## src/rtl/aes_v2_pkg.sv

```systemverilog
// Shared definitions for the aes_v2 round sequencer: FSM encoding, op-select
// constants and word-index helpers for the 4-word AES state.
package aes_v2_pkg;

    typedef enum logic [2:0] {
        S_IDLE,
        S_SUB,
        S_SUB_GAP,
        S_MIX,
        S_MIX_GAP,
        S_KEY,
        S_RSP
    } state_t;

    typedef logic [3:0][31:0] words_t;

    localparam logic SUB = 1'b1;
    localparam logic MIX = 1'b0;

    function automatic logic [1:0] word_next(input logic [1:0] k);
        return k + 2'd1;
    endfunction

    function automatic logic [1:0] word_prev(input logic [1:0] k);
        return k - 2'd1;
    endfunction

endpackage

```

## src/rtl/aes_v2_op_watchdog.sv

```systemverilog
// Counts stalled cycles of the outstanding op and pulses abort when the
// stall reaches TIMEOUT cycles; TIMEOUT = 0 turns the watchdog off.
module aes_v2_op_watchdog #(
    parameter int unsigned TIMEOUT = 64
) (
    input  logic g_clk,
    input  logic g_reset,
    input  logic busy,
    input  logic done,
    output logic abort
);

    localparam int unsigned CW = (TIMEOUT > 1) ? $clog2(TIMEOUT) : 1;

    logic [CW-1:0] cnt;
    logic          stall;

    assign stall = busy && !done;
    // abort fires on the TIMEOUT-th stalled cycle, so cnt never exceeds TIMEOUT-1
    assign abort = (TIMEOUT != 0) && stall && (cnt == CW'(TIMEOUT - 1));

    always_ff @(posedge g_clk or posedge g_reset) begin
        if (g_reset)
            cnt <= '0;
        else if (!stall || abort)
            cnt <= '0;
        else
            cnt <= cnt + 1'b1;
    end

endmodule

```

## src/rtl/aes_v2_round_seq.sv

```systemverilog
// Drives four SubBytes/ShiftRows ops, four MixColumns ops (skipped on the last
// round) and the round-key XOR through one aes_v2 execution unit.
module aes_v2_round_seq
    import aes_v2_pkg::*;
#(
    parameter int unsigned TIMEOUT = 64
) (
    input  logic         g_clk,
    input  logic         g_reset,
    input  logic         req_valid,
    output logic         req_ready,
    input  logic         req_enc,
    input  logic         req_last,
    input  logic         req_rot,
    input  logic [127:0] req_state,
    input  logic [127:0] req_key,
    output logic         rsp_valid,
    input  logic         rsp_ready,
    output logic [127:0] rsp_state,
    output logic         rsp_err,
    output logic         aes_valid,
    output logic         aes_sub,
    output logic [31:0]  aes_rs1,
    output logic [31:0]  aes_rs2,
    output logic         aes_enc,
    output logic         aes_rot,
    input  logic         aes_ready,
    input  logic [31:0]  aes_rd
);

    state_t     state, state_nxt;
    words_t     s_w, t_w, u_w, key_w, rsp_w;
    logic       enc_q, last_q, rot_q, err_q;
    logic [1:0] k;
    logic       op_done, abort;

    assign op_done   = aes_valid && aes_ready;
    assign rsp_state = rsp_w;
    assign rsp_err   = err_q;
    assign aes_enc   = enc_q;

    aes_v2_op_watchdog #(.TIMEOUT(TIMEOUT)) u_wdog (
        .g_clk   (g_clk),
        .g_reset (g_reset),
        .busy    (aes_valid),
        .done    (aes_ready),
        .abort   (abort)
    );

    always_ff @(posedge g_clk or posedge g_reset) begin
        if (g_reset) state <= S_IDLE;
        else         state <= state_nxt;
    end

    always_comb begin
        state_nxt = state;
        req_ready = 1'b0;
        rsp_valid = 1'b0;
        aes_valid = 1'b0;
        aes_sub   = MIX;
        aes_rot   = 1'b0;
        aes_rs1   = '0;
        aes_rs2   = '0;
        unique case (state)
            S_IDLE: begin
                req_ready = 1'b1;
                if (req_valid) state_nxt = S_SUB;
            end
            S_SUB: begin
                aes_valid = 1'b1;
                aes_sub   = SUB;
                aes_rot   = rot_q;
                aes_rs1   = s_w[k];
                aes_rs2   = enc_q ? s_w[word_next(k)] : s_w[word_prev(k)];
                if (abort)        state_nxt = S_RSP;
                else if (op_done) state_nxt = S_SUB_GAP;
            end
            // k has already wrapped to 0 in the gap after the fourth op
            S_SUB_GAP: begin
                if (k != 2'd0)   state_nxt = S_SUB;
                else if (last_q) state_nxt = S_KEY;
                else             state_nxt = S_MIX;
            end
            S_MIX: begin
                aes_valid = 1'b1;
                aes_rs1   = t_w[k];
                aes_rs2   = t_w[word_next(k)];
                if (abort)        state_nxt = S_RSP;
                else if (op_done) state_nxt = S_MIX_GAP;
            end
            S_MIX_GAP: state_nxt = (k == 2'd0) ? S_KEY : S_MIX;
            S_KEY:     state_nxt = S_RSP;
            S_RSP: begin
                rsp_valid = 1'b1;
                if (rsp_ready) state_nxt = S_IDLE;
            end
            default: state_nxt = S_IDLE;
        endcase
    end

    always_ff @(posedge g_clk or posedge g_reset) begin
        if (g_reset) begin
            s_w    <= '0;
            t_w    <= '0;
            u_w    <= '0;
            key_w  <= '0;
            rsp_w  <= '0;
            enc_q  <= 1'b0;
            last_q <= 1'b0;
            rot_q  <= 1'b0;
            err_q  <= 1'b0;
            k      <= 2'd0;
        end else begin
            if (state == S_IDLE && req_valid) begin
                s_w    <= req_state;
                key_w  <= req_key;
                enc_q  <= req_enc;
                last_q <= req_last;
                rot_q  <= req_rot;
                err_q  <= 1'b0;
                k      <= 2'd0;
            end
            if (abort) begin
                rsp_w <= '0;
                err_q <= 1'b1;
                k     <= 2'd0;
            end else if (op_done) begin
                if (state == S_SUB) t_w[k] <= aes_rd;
                else                u_w[k] <= aes_rd;
                k <= k + 2'd1;
            end
            if (state == S_KEY) begin
                rsp_w <= (last_q ? t_w : u_w) ^ key_w;
                err_q <= 1'b0;
            end
        end
    end

endmodule

```

## config.mk

```make
export PLATFORM = sky130hd
export DESIGN_NAME = aes_v2_round_seq
export DESIGN_NICKNAME = d
export VERILOG_FILES = /design/src/rtl/aes_v2_pkg.sv /design/src/rtl/aes_v2_op_watchdog.sv /design/src/rtl/aes_v2_round_seq.sv
export SDC_FILE = /design/constraint.sdc
export NUM_CORES = 2
export LEC_CHECK = 0
export CAP_MARGIN = 20
export CELL_PAD_IN_SITES_DETAIL_PLACEMENT = 0
export CELL_PAD_IN_SITES_GLOBAL_PLACEMENT = 2
export CORE_ASPECT_RATIO = 1.5
export CORE_UTILIZATION = 32
export CTS_CLUSTER_SIZE = 14
export DETAILED_ROUTE_END_ITERATION = 7
export PLACE_DENSITY_LB_ADDON = 0.25
export SETUP_SLACK_MARGIN = 0.15
export SLEW_MARGIN = 10
export SYNTH_ARGS = -nofsm -noshare
export SYNTH_HDL_FRONTEND = slang
export SYNTH_SLANG_ARGS = --single-unit
```

## constraint.sdc

```tcl
create_clock -name g_clk -period 23.5 [get_ports g_clk]
set_input_delay 4.7 -clock g_clk [delete_from_list [all_inputs] [get_ports g_clk]]
set_output_delay 4.7 -clock g_clk [all_outputs]
set_load 0.01 [all_outputs]
```

# After elaboration in Yosys (flattened, before gate mapping)
# Cells that the tools add are included.
[word_totals]
register_bits = 655
word_cells = 108
input_bits = 296
[op_classes]
bitwise_logic = 3
n_reduce_logical = 18
n_mux = 42
n_eq_ne = 11
n_addsub = 3
n_lt_le_gt_ge = 4
[op_table]
columns = ["op", "n"]
rows = [
  ["2-to-1 mux 128 bit", 3],
  ["binary-select mux 32 bit (select 2 bit)", 5],
  ["bitwise mux 128 bit", 2],
  ["2-to-1 mux 32 bit", 7],
  ["case mux 32 bit (2 select lines)", 2],
  ["bitwise XOR 128 bit", 1],
  ["demux 32 bit (select 2 bit)", 1],
  ["2-to-1 mux 3 bit", 9],
  ["case mux 3 bit (7 select lines)", 1],
  ["equality test 3 bit, second input constant", 3],
  ["< comparator 2 x 3 -> 1 bit, second input constant", 3],
  ["2-to-1 mux 1 bit", 8],
  ["adder 6 x 1 -> 6 bit, second input constant", 1],
  ["equality test 3 x 2 -> 1 bit, second input constant", 2],
  ["equality test 6 bit, second input constant", 1],
  ["2-to-1 mux 2 bit", 3],
  ["2-to-1 mux 6 bit", 1],
  ["!= test 3 x 2 -> 1 bit, second input constant", 2],
  ["AND reduction 3 bit", 2],
  ["nonzero test 3 bit", 2],
  ["logical AND 1 bit", 5],
  ["!= test 2 bit, second input constant", 2],
  ["AND reduction 4 bit", 1],
  ["nonzero test 2 bit", 2],
  ["10 further kinds", 12],
]

# Depth between registers and ports, before layout
[logic_depth]
depth_word = 7
ltp_mapped = 10

# Hierarchy
# A second synthesis with hierarchy kept.
[hier_totals]
hier_cells = 2107
hier_area_um2 = 31377.6
[modules_own_cells]
columns = ["mod", "area_per_inst_um2", "cells_each", "seq_area_each_um2", "n_inst"]
rows = [
  ["aes_v2_round_seq", 31097.3, 2079, 16240.6, 1],
  ["aes_v2_op_watchdog", 280.3, 28, 150.1, 1],
]

# Worst setup path before layout
# OpenSTA, ideal clock, no wires.
[synth_path]
kind = "register to output"
from = "register k[1]"
to = "output port aes_rs2[17]"
t_required_ns = 18.800
arrival_ns = 2.628
path_buffers = 4
stages_incl_launch_ff = 10
setup_slack_ns = 16.172
path_cell_list = "dfrtp_1 -> buf_2 -> buf_1 -> inv_1 -> ha_1 -> buf_6 -> xor2_4 -> buf_6 -> mux4_2 -> a22o_1"
[synth_via]
elab_chain_len = 5
word_cells_on_any_way = 10
[synth_lines]
columns = ["item", "line", "source"]
rows = [
  ["start, declared", "aes_v2_round_seq.sv:34", "logic [1:0] k;"],
  ["start signal, assigned", "aes_v2_round_seq.sv:130", "k <= k + 2'd1;"],
  ["subtractor 2 x 1 -> 2 bit or adder 2 x 1 -> 2 bit (tied branches)", "aes_v2_pkg.sv:25, aes_v2_pkg.sv:21", ""],
  ["binary-select mux 32 bit (select 2 bit)", "aes_v2_round_seq.sv:74", "aes_rs2 = enc_q ? s_w[word_next(k)] : s_w[word_prev(k)];"],
  ["2-to-1 mux 32 bit (implied by the code)", "aes_v2_round_seq.sv:74", ""],
  ["2-to-1 mux 32 bit", "aes_v2_round_seq.sv:74", ""],
  ["case mux 32 bit (2 select lines) *", "aes_v2_round_seq.sv:64", "unique case (state)"],
  ["end, declared", "aes_v2_round_seq.sv:24", "output logic [31:0] aes_rs2,"],
]
# Every way passes the cells marked *; elsewhere a longest branch is shown, timed or not. The select of a mux whose other input is x is not followed.

# Final worst setup path
[layout_path]
from = "register k[0]"
to = "output port aes_rs2[20]"
# Same word-level chain as after synthesis.

==> impl_metrics.csv <==
group,metric,value,unit
sta,tightest_slew,0.978,ns
yosys,synth.avg_cell_area,11.6,um^2
route,drt.antenna.violating_nets,0,
clock_network,tritoncts,"done",
flow_run,max_cap_viol_count,0,
clock_network,clock_tree.buffer_depth,3,
yosys,post_synth_main_area_contributors,"sky130_fd_sc_hd__dfrtp_1 53%, sky130_fd_sc_hd__nand2_1 11%, sky130_fd_sc_hd__mux4_2 9.2%",
yosys,ys_ff_latch,655,
setup_path,criticalPathCategory,"flip-flop to primary output",
final_layout,syn_to_final_growth,27.1,%
yosys,netlist.area_leader.share,53.1,%
setup_path,worst-path-max-fanout,38,
sta,timing.fmax,110,MHz
clock_network,number_of_buffers_inserted_during_clock_tree_synthesis,71,
final_layout,finalNonFillerCells,4410,
sta,finalSetupTns,0,ns
sta,setup_slack,14.45,ns
global_route,vias_in_the_first_global_route,23100,
yosys,synth-seq-area-share,53.1,%
yosys,synth_nets,2955,
global_route,grt_max_degree,163,
route,drt_drc_violations_left,0,
floorplanning,start_util,32.3,%
global_route,initial_antenna_violation_count,27,
place,hpwlAfterDp,80300,um
global_route,global_route.overflow_total,0,
place,dpl.cell_count,4271,
power,power_per_cell_area,145,mW/mm^2
setup_path,crit_slowest_cell,"sky130_fd_sc_hd__dfrtp_4",
setup_path,startpoint_type,"flip-flop",
route,detailedRoute.firstPassIterationCount,4,
setup_path,worstSetupEndpointType,"primary output",
sta,min_period_over_period,38.5,%
setup_path,cp.required,18.80,ns
final_layout,seqCellArea,0.0164,mm^2
clock_network,root_cell_of_the_clock_tree,"sky130_fd_sc_hd__clkbuf_16",
clock_network,htree_levels,3,
yosys,synthCells,2654,
yosys,synth_enable_flop_cells,0,
setup_path,critical_path_arrival,4.35,ns
floorplanning,number_of_placement_rows,139,
yosys,synth_top_area_cell,"sky130_fd_sc_hd__dfrtp_1",
route,totalWireLength,111000,um
floorplanning,i_o_pin_count,495,
power,leakage_dissipation,17.7,nW
place,finalWeightedCongestion,0.886,
power,report.power.total,0.00568,W
floorplanning,coreArea,0.0957,mm^2
sta,final.setup_skew,0.0230,ns
yosys,netlist_top_cells_count,"911 x sky130_fd_sc_hd__nand2_1, 655 x sky130_fd_sc_hd__dfrtp_1, 241 x sky130_fd_sc_hd__mux2_2",
yosys,yosys.cell_types.count,40,
setup_path,worstPathCellList,"inv_1 -> ha_2 -> xor2_4 -> buf_4 -> mux4_2 -> a22o_1 -> clkdlybuf4s50_1",
clock_network,cts.repair_timing.setup_buffer_count,0,
sta,timing_max_transition_violations_final,0,
sta,timing.final.setup_violations,0,
final_layout,final.fill_count,9143,
floorplanning,fp.dieH,382,um
place,pre_cts_ws,15.02,ns
setup_path,slowest_delay,0.87,ns
final_layout,finalNetCount,3380,
route,drt-vias-per-instance,5.05,
yosys,synthMostInstantiatedCell,"sky130_fd_sc_hd__nand2_1",
yosys,yosys_most_used_dff,"sky130_fd_sc_hd__dfrtp_1",
final_layout,layout-drive-gt1-share,17.4,%
place,buffer_ports.inserted,494,
outcome,outcome,"finished clean",
clock_network,cts.reportedPaths.clkPinSlew,0.06,ns
floorplanning,floorplan.die_area,0.0978,mm^2
sta,layout_min_cycle_time,9.05,ns
yosys,mappedNetlistArea,0.0309,mm^2
worst_hold_path,hold_path.class,"flip-flop to flip-flop",
global_route,first_pass_grt_wire_length,163000,um
sta,timing.final.hold_violations,0,
power,vdd_ir_drop_max,0.118,mV
floorplanning,floorplan.die.width,256,um
clock_network,tritoncts_num_sinks,655,
final_layout,multi_input_area,0.0135,mm^2
sta,worst_slew_margin,32.9,%
clock_network,ctsHoldBuffers,0,
clock_network,clkLatencyLatePin,0.64,ns
route,detailedRoute.firstIterationViolations,1631,
yosys,ys_async_sr_fraction,100,%
route,routedWlPerCell,25.1,um
yosys,synth_warnings,0,
sta,rsz0062_at_grt,"false",
route,num_vias,22300,
global_route,grt_util_all_layers,22.6,%
clock_network,ctsResizeCount,0,
## layout make-up
| class | count | share of cell area (%) |
|---|---|---|
| Clock inverter | 30 | 0.953 |
| Clock buffer | 99 | 5.15 |
| Antenna cell | 6 | 0.0382 |
| Sequential cell | 655 | 41.8 |
| Tap cell | 1269 | 4.04 |
| Inverter | 5 | 0.0669 |
| Timing Repair Buffer | 534 | 13.6 |
| Multi-Input combinational cell | 1812 | 34.4 |
## metrics by stage
stage	area, um^2	util (%)	hold slack (ns)
2_1_floorplan	30900	-	0.437
3_3_place_gp	36700	38.4	0.455
3_5_place_dp	36700	38.4	0.460
4_1_cts	39100	40.9	0.474
5_1_grt	39200	41.0	0.491
6_report	39300	41.0	0.474
## logic make-up (layout without fill, tap and decap cells)
group,after synthesis,in the layout,share of synthesized area [%]
simple gates,953,953,11.9
flops,655,655,53.1
buf+inv,187,668,3.42
compound gates,210,210,4.77
mux,512,512,22.8
fa+ha+maj,5,5,0.203
xor+xnor,132,132,3.81
other cells,0,6,0
## critical path, delay by kind of cell (launching register included)
kind                     cells  cell delay (ns)
AO/OA/AOI/OAI                1             0.27
XOR/XNOR                     1             0.13
adder cells (fa/ha/maj)      1             0.47
flip-flops                   1             0.87
buffers and inverters        3             1.31
multiplexers                 1             0.60
## sequential cells by signal, indices dropped and copies added (netlist names)
name / flops
rsp_state: 128
u_wdog.cnt: 6
rsp_err: 1
key_w: 128
aes_enc: 1
t_w: 128
state: 3
u_w: 128
last_q: 1
k: 2
s_w: 128
rot_q: 1
## report_power, final
part | total [W] | switching (W) | internal [W]
Sequential | 0.00219 | 0.000552 | 0.00163
Combinational | 0.00233 | 0.00114 | 0.00119
Clock | 0.00117 | 0.000492 | 0.000674
## final timing paths
kind                          from             end  slack [ns]  cells past startpoint
hold / removal               rot_q           rot_q        0.47                      2
min in group asynchronous  g_reset   rsp_state[36]        4.56                      2
max in group asynchronous  g_reset   rsp_state[75]       16.78                      4
setup reg to reg            last_q  rsp_state[125]       19.54                      5
setup / recovery              k[0]     aes_rs2[20]       14.45                      7
hold reg to reg              rot_q           rot_q        0.47                      2
## metal layers
metal  vias to the layer above  global-route usage [%]  wire (um)
li1                       9989                       -          -
met1                     11400                    31.4      50100
met2                       719                    33.0      47900
met3                       169                    5.70       7600
met4                        26                    10.5       4880
met5                         -                       0        190
## layout by cell type (no fill, tap or decap), types with 3 or more instances in the layout
cell type	netlist	final
sky130_fd_sc_hd__nor2_1	11	9
sky130_fd_sc_hd__clkbuf_1	50	14
sky130_fd_sc_hd__mux2_2	241	241
sky130_fd_sc_hd__clkbuf_8	0	14
sky130_fd_sc_hd__buf_4	29	35
sky130_fd_sc_hd__inv_1	5	4
sky130_fd_sc_hd__nand3_1	3	3
sky130_fd_sc_hd__bufinv_16	0	6
sky130_fd_sc_hd__clkdlybuf4s50_1	0	494
sky130_fd_sc_hd__nand2_1	911	910
sky130_fd_sc_hd__a22o_1	64	64
sky130_fd_sc_hd__mux4_2	126	126
sky130_fd_sc_hd__mux2i_1	128	128
sky130_fd_sc_hd__dfrtp_1	655	652
sky130_fd_sc_hd__inv_6	0	5
sky130_fd_sc_hd__a21oi_1	4	4
sky130_fd_sc_hd__o21ai_0	8	8
sky130_fd_sc_hd__ha_1	5	4
sky130_fd_sc_hd__buf_12	0	3
sky130_fd_sc_hd__xor2_1	130	130
sky130_fd_sc_hd__o22ai_1	128	128
sky130_fd_sc_hd__dfrtp_4	0	3
sky130_fd_sc_hd__nand2b_1	4	4
sky130_fd_sc_hd__mux2_1	15	15
sky130_fd_sc_hd__clkinvlp_4	0	4
sky130_fd_sc_hd__clkinv_2	0	10
sky130_fd_sc_hd__diode_2	0	6
sky130_fd_sc_hd__and3_1	4	4
sky130_fd_sc_hd__clkbuf_16	0	71
sky130_fd_sc_hd__nor2_4	0	10
Note: power is estimated with default switching activity, not from simulation.
